File: config.mk
export PLATFORM = sky130hd
export DESIGN_NAME = round_scheduler
export DESIGN_NICKNAME = d
export VERILOG_FILES = /design/src/rtl/sched_pkg.sv /design/src/rtl/sched_wd_counter.sv /design/src/rtl/round_scheduler.sv
export SDC_FILE = /design/constraint.sdc
export NUM_CORES = 1
export LEC_CHECK = 0
export CAP_MARGIN = 40
export CORE_MARGIN = 4
export CORE_UTILIZATION = 45
export DETAILED_ROUTE_END_ITERATION = 12
export PLACE_DENSITY = 0.76
export REMOVE_ABC_BUFFERS = 1
export SYNTH_ARGS = -nofsm -noshare
export SYNTH_HDL_FRONTEND = slang
export SYNTH_SLANG_ARGS = --single-unit
File: constraint.sdc
create_clock -name clk -period 1.9 [get_ports clk]
set_input_delay 0.38 -clock clk [delete_from_list [all_inputs] [get_ports clk]]
set_output_delay 0.38 -clock clk [all_outputs]
set_load 0.01 [all_outputs]
File: src/rtl/sched_pkg.sv
// Shared definitions for the round scheduler: FSM state encoding, round
// counter width, default geometry and the step-unit index map.
package sched_pkg;

  localparam int ROUND_W        = 5;
  localparam int NUM_STEPS_DEF  = 5;
  localparam int NUM_ROUNDS_DEF = 24;

  // Step-unit launch order within one round
  localparam int STEP_PERMUTE = 0;
  localparam int STEP_THETA   = 1;
  localparam int STEP_RHO_PI  = 2;
  localparam int STEP_CHI     = 3;
  localparam int STEP_IOTA    = 4;

  typedef enum logic [2:0] {
    S_IDLE,
    S_LAUNCH,
    S_WAIT,
    S_ADVANCE,
    S_FINISH
  } sched_state_t;

  // Index width for a counter over n items (never zero bits)
  function automatic int idx_width(input int n);
    return (n > 1) ? $clog2(n) : 1;
  endfunction

endpackage

File: src/rtl/sched_wd_counter.sv
// WAIT-state watchdog for round_scheduler. Only built when SCHED_WATCHDOG_EN
// is defined. Counts cycles while en is high, clears whenever en drops, and
// flags expired on the WD_CYCLES-th consecutive enabled cycle.
`ifdef SCHED_WATCHDOG_EN
module sched_wd_counter
  import sched_pkg::*;
#(
  parameter int WD_CYCLES = 256
) (
  input  logic clk,
  input  logic rst,
  input  logic en,
  output logic expired
);

  localparam int                CNT_W    = idx_width(WD_CYCLES);
  localparam logic [CNT_W-1:0]  CNT_LAST = CNT_W'(WD_CYCLES - 1);

  logic [CNT_W-1:0] cnt;

  // Free-running count while waiting; saturates at the limit, clears on leave
  always_ff @(posedge clk) begin
    if (rst || !en)             cnt <= '0;
    else if (cnt != CNT_LAST)   cnt <= cnt + 1'b1;
  end

  assign expired = en && (cnt == CNT_LAST);

endmodule
`endif

File: src/rtl/round_scheduler.sv
// round_scheduler: walks NUM_STEPS step units over NUM_ROUNDS rounds with a
// launch/done handshake per unit, toggling the ping-pong buffer after every
// step. Optional WAIT watchdog enabled by defining SCHED_WATCHDOG_EN; without
// it WAIT blocks indefinitely and err stays 0.
module round_scheduler
  import sched_pkg::*;
#(
  parameter int NUM_STEPS  = NUM_STEPS_DEF,
  parameter int NUM_ROUNDS = NUM_ROUNDS_DEF,
  parameter int WD_CYCLES  = 256
) (
  input  logic                 clk,
  input  logic                 rst,
  input  logic                 start,
  input  logic [NUM_STEPS-1:0] step_done,
  output logic [NUM_STEPS-1:0] step_start,
  output logic                 buf_sel,
  output logic [ROUND_W-1:0]   round_idx,
  output logic                 busy,
  output logic                 done,
  output logic                 err
);

  localparam int                  PTR_W      = idx_width(NUM_STEPS);
  localparam logic [PTR_W-1:0]    PTR_LAST   = PTR_W'(NUM_STEPS - 1);
  localparam logic [ROUND_W-1:0]  ROUND_LAST = ROUND_W'(NUM_ROUNDS - 1);

  sched_state_t         state, state_nxt;
  logic [PTR_W-1:0]     ptr, ptr_nxt;
  logic [ROUND_W-1:0]   round_nxt;
  logic                 buf_nxt;
  logic                 cur_done;
  logic                 wd_trip;

  // Only the unit currently being waited on may complete a step
  assign cur_done = step_done[ptr];

`ifdef SCHED_WATCHDOG_EN
  logic err_q;

  sched_wd_counter #(.WD_CYCLES(WD_CYCLES)) u_wd (
    .clk     (clk),
    .rst     (rst),
    .en      (state == S_WAIT),
    .expired (wd_trip)
  );

  // Sticky watchdog flag; an accepted start begins a clean encode
  always_ff @(posedge clk) begin
    if (rst)                               err_q <= 1'b0;
    else if (state == S_IDLE && start)     err_q <= 1'b0;
    else if (state == S_WAIT && !cur_done && wd_trip) err_q <= 1'b1;
  end

  assign err = err_q;
`else
  logic unused_wd_cycles;
  assign unused_wd_cycles = (WD_CYCLES > 0);
  assign wd_trip          = 1'b0;
  assign err              = 1'b0;
`endif

  // State, step pointer, round counter and buffer select registers
  always_ff @(posedge clk) begin
    if (rst) begin
      state     <= S_IDLE;
      ptr       <= '0;
      round_idx <= '0;
      buf_sel   <= 1'b0;
    end else begin
      state     <= state_nxt;
      ptr       <= ptr_nxt;
      round_idx <= round_nxt;
      buf_sel   <= buf_nxt;
    end
  end

  // Next-state sequencing: launch, wait for the current unit, advance
  always_comb begin
    state_nxt = state;
    ptr_nxt   = ptr;
    round_nxt = round_idx;
    buf_nxt   = buf_sel;
    case (state)
      S_IDLE: begin
        if (start) begin
          state_nxt = S_LAUNCH;
          ptr_nxt   = '0;
          round_nxt = '0;
          buf_nxt   = 1'b0;
        end
      end
      S_LAUNCH: state_nxt = S_WAIT;
      S_WAIT: begin
        if (cur_done)     state_nxt = S_ADVANCE;
        else if (wd_trip) state_nxt = S_IDLE;
      end
      S_ADVANCE: begin
        // The unit just finished wrote the other buffer, so swap roles
        buf_nxt = ~buf_sel;
        if (ptr != PTR_LAST) begin
          ptr_nxt   = ptr + 1'b1;
          state_nxt = S_LAUNCH;
        end else if (round_idx != ROUND_LAST) begin
          ptr_nxt   = '0;
          round_nxt = round_idx + 1'b1;
          state_nxt = S_LAUNCH;
        end else begin
          state_nxt = S_FINISH;
        end
      end
      S_FINISH: state_nxt = S_IDLE;
      default:  state_nxt = S_IDLE;
    endcase
  end

  // One-hot launch pulse to the unit selected by the step pointer
  always_comb begin
    step_start = '0;
    if (state == S_LAUNCH) step_start[ptr] = 1'b1;
  end

  assign busy = (state != S_IDLE);
  assign done = (state == S_FINISH);

endmodule
==> flow_summary.yaml <==
drt:
  drt-initial-drc-count: 8
  first_pass_iters: 5
  routedWlPerCell_um: 13.5
  num_vias: 782
  ant_nets: 0
  drt-total-wl_mm: 1.79
  drc: 0
  viasPerCell: 5.88
power:
  power_w: 0.000687
  leakage_nw: 0.396
  peakVddDrop_mv: 0.434
  powerDensity_nw_per_um2: 681
timing:
  holdWs_ns: 0.509
  finalCriticalPeriod_ns: 1.76
  period_share_pct: 92.5
  rsz0062_at_grt: "false"
  setup_tns_ns: 0
  final-setup-viol-count: 0
  fmax_ghz: 0.569
  slew_violations: 0
  finalHoldViolCount: 0
  skew_ns: 0.00176
global_route:
  grt_max_degree: 13
  grt_overflow: 0
  grt_pass1_wl_mm: 3.11
  grt_pass1_vias: 703
  grtUsageTotal_pct: 15.9
  antenna_found_initial: 0
critical_path:
  crit_fanout: 4
  timing.rr.start: "ptr[1]"
  cp-start-kind: "flip-flop"
  rrSetupSlack_ns: 0.26
  timing.critical_path.buf_inv: 1
  cp.arrival_ns: 1.38
  cp.required_ns: 1.52
  cp_cell_sequence: "nand2b_1 > or3_4 > nor3_1 > clkbuf_2"
  rr_endpoint: "ptr[2]"
  slowest_delay_ns: 0.35
  ff2ff_path_depth: 6
  worstSetupPathType: "reg -> out"
  crit_family: "simple AND/OR/NAND/NOR gates"
  crit_cells: 4
  end_kind: "output port"
  slowest_stage: "or3_4"
synthesis:
  ys_seq_area_share_pct: 31.7
  synth_top_area_cell: "dfxtp_1"
  avgSynthCellArea_um2: 7.97
  synth_top_area_share_pct: 31.7
  ys_types: 37
  synth_warnings: 0
  syn_inst: 95
  synthTopCellsByArea: "dfxtp_1, nor3_1, nand3_1"
  synthesis.area_um2: 757
  ys_ff_latch: 12
floorplan:
  placementRows: 14
  die_y_um: 49.0
  num_io_pins: 22
  die_x_um: 49.0
  core_area_um2: 1540
  dieArea_um2: 2400
  initial_utilization_pct: 49.1
place:
  place.gp.congestion: 0.740
  numPortBuffers: 20
  numPlacedInstances: 130
  place_area_um2: 982
  dp_hpwl_mm: 1.34
finish:
  drive_gt1_share_pct: 17.1
  final_common_cell: "clkdlybuf4s50_1"
  fin_cells: 133
  nets: 130
  mostFrequentLayoutCells: "clkdlybuf4s50_1, dfxtp_1, nor3_1, nand3_1, buf_4"
  diodes: 0
  design_area_um2: 1010
  area_growth_pct: 33.2
worst_hold_path:
  holdPathEnd: "round_idx[1]"
  whs_path_depth: 2
  hold_class: "reg -> reg"
  min_from: "round_idx[1]"
clock_tree:
  cts_max_level: 1
  clk_pin_slew_ns: 0.08
  cts_made_buffers: 3
  clockBufferDepth: 2
  post_cts_buffers: 0
  root_buffer: "clkbuf_4"
  clk-insertion-delay-late_ns: 0.27
  cts_tree: "done"
  clock-sinks: 12
flow_run:
  drv_cap: 0
outcome:
  status: "finished clean"
[routing by layer]
layer | up-vias | global-route usage, % | part of all wire, % | wire length [um]
li1 | 393 | - | - | -
met1 | 355 | 20.6 | 46 | 819
met2 | 28 | 25.2 | 47 | 843
met3 | 6 | 4.28 | 5.1 | 92
met4 | 0 | 5.38 | 1.9 | 34
met5 | - | 0 | 0 | 0
[state kept, by name, summed over array words and instances (netlist names)]
| name | count |
|---|---|
| round_idx | 5 |
| ptr | 3 |
| state | 3 |
| buf_sel | 1 |
[through the flow]
| stage | worst slack [ns] | util, % |
|---|---|---|
| 5_1_grt | 0.0602 | 65.4 |
| 2_1_floorplan | 0.339 | - |
| 3_3_place_gp | 0.0467 | 63.7 |
| 6_report | 0.143 | 65.4 |
| 4_1_cts | -0.0222 | 65.7 |
| 3_5_place_dp | -0.0422 | 63.7 |
[synth_stat cells, drive strengths merged]
cell,instances
conb,1
and3b,1
nor2,5
a211oi,1
o31ai,1
a211o,1
nand3b,2
a311oi,1
a21oi,5
nor3,10
nand2,5
or4,1
clkbuf,2
o21bai,1
dfxtp,12
o211ai,1
xnor2,2
inv,3
nor4,1
nand4b,1
o21ai,5
xor2,1
a31oi,2
nand3,9
a221oi,1
nand4,1
a2bb2oi,1
nand2b,2
mux2i,2
buf,6
ha,3
and2,2
a21o,1
or3,2
[how the worst max path moves through the flow]
stage | startpoint | slack [ns] | end
final | state[2] | 0.14 | step_start[1]
after global routing | state[2] | 0.06 | step_start[3]
after CTS | state[2] | -0.02 | step_start[0]
after detailed placement | state[2] | -0.04 | step_start[0]
after global placement | state[2] | 0.05 | step_start[0]
after floorplan | state[0] | 0.34 | step_start[0]
[cells by family (layout without fill, tap and decap cells)]
group / Yosys count / after routing / share of synthesized area (%)
buf+inv: 11 / 33 / 7.77
other cells: 1 / 1 / 0.495
xor+xnor: 3 / 3 / 3.47
flops: 12 / 12 / 31.7
simple gates: 42 / 42 / 31.1
compound gates: 21 / 21 / 17.9
fa+ha+maj: 3 / 3 / 4.96
mux: 2 / 2 / 2.64
[where the power goes]
group	switching, W	internal (W)	leakage, nW	total, W
clock network	0.0000849	0.0000733	0.0138	0.000158
logic	0.000138	0.000116	0.285	0.000253
registers	0.00000866	0.000266	0.0972	0.000275
[tightest hold or removal path, stage by stage (launching register included)]
cell     delay (ns)
dfxtp_1        0.34
nand3_1        0.07
o21ai_1        0.06
[what timing repair did]
item,CTS,global route
hold buffers,0,0
setup endpoints to repair,7,5
endpoints found under the hold margin,0,0
gates cloned,0,0
gates resized for setup,12,10
[final cells by class]
cell class | instances | area (um2)
fillers | 145 | 533
multi-input cells | 72 | 482
flip-flops and latches | 12 | 240
repair buffers | 27 | 233
clock buffers | 3 | 22.5
well taps | 16 | 20.0
inverters | 3 | 11.3
No activity file was read; power rests on OpenSTA's default activity.
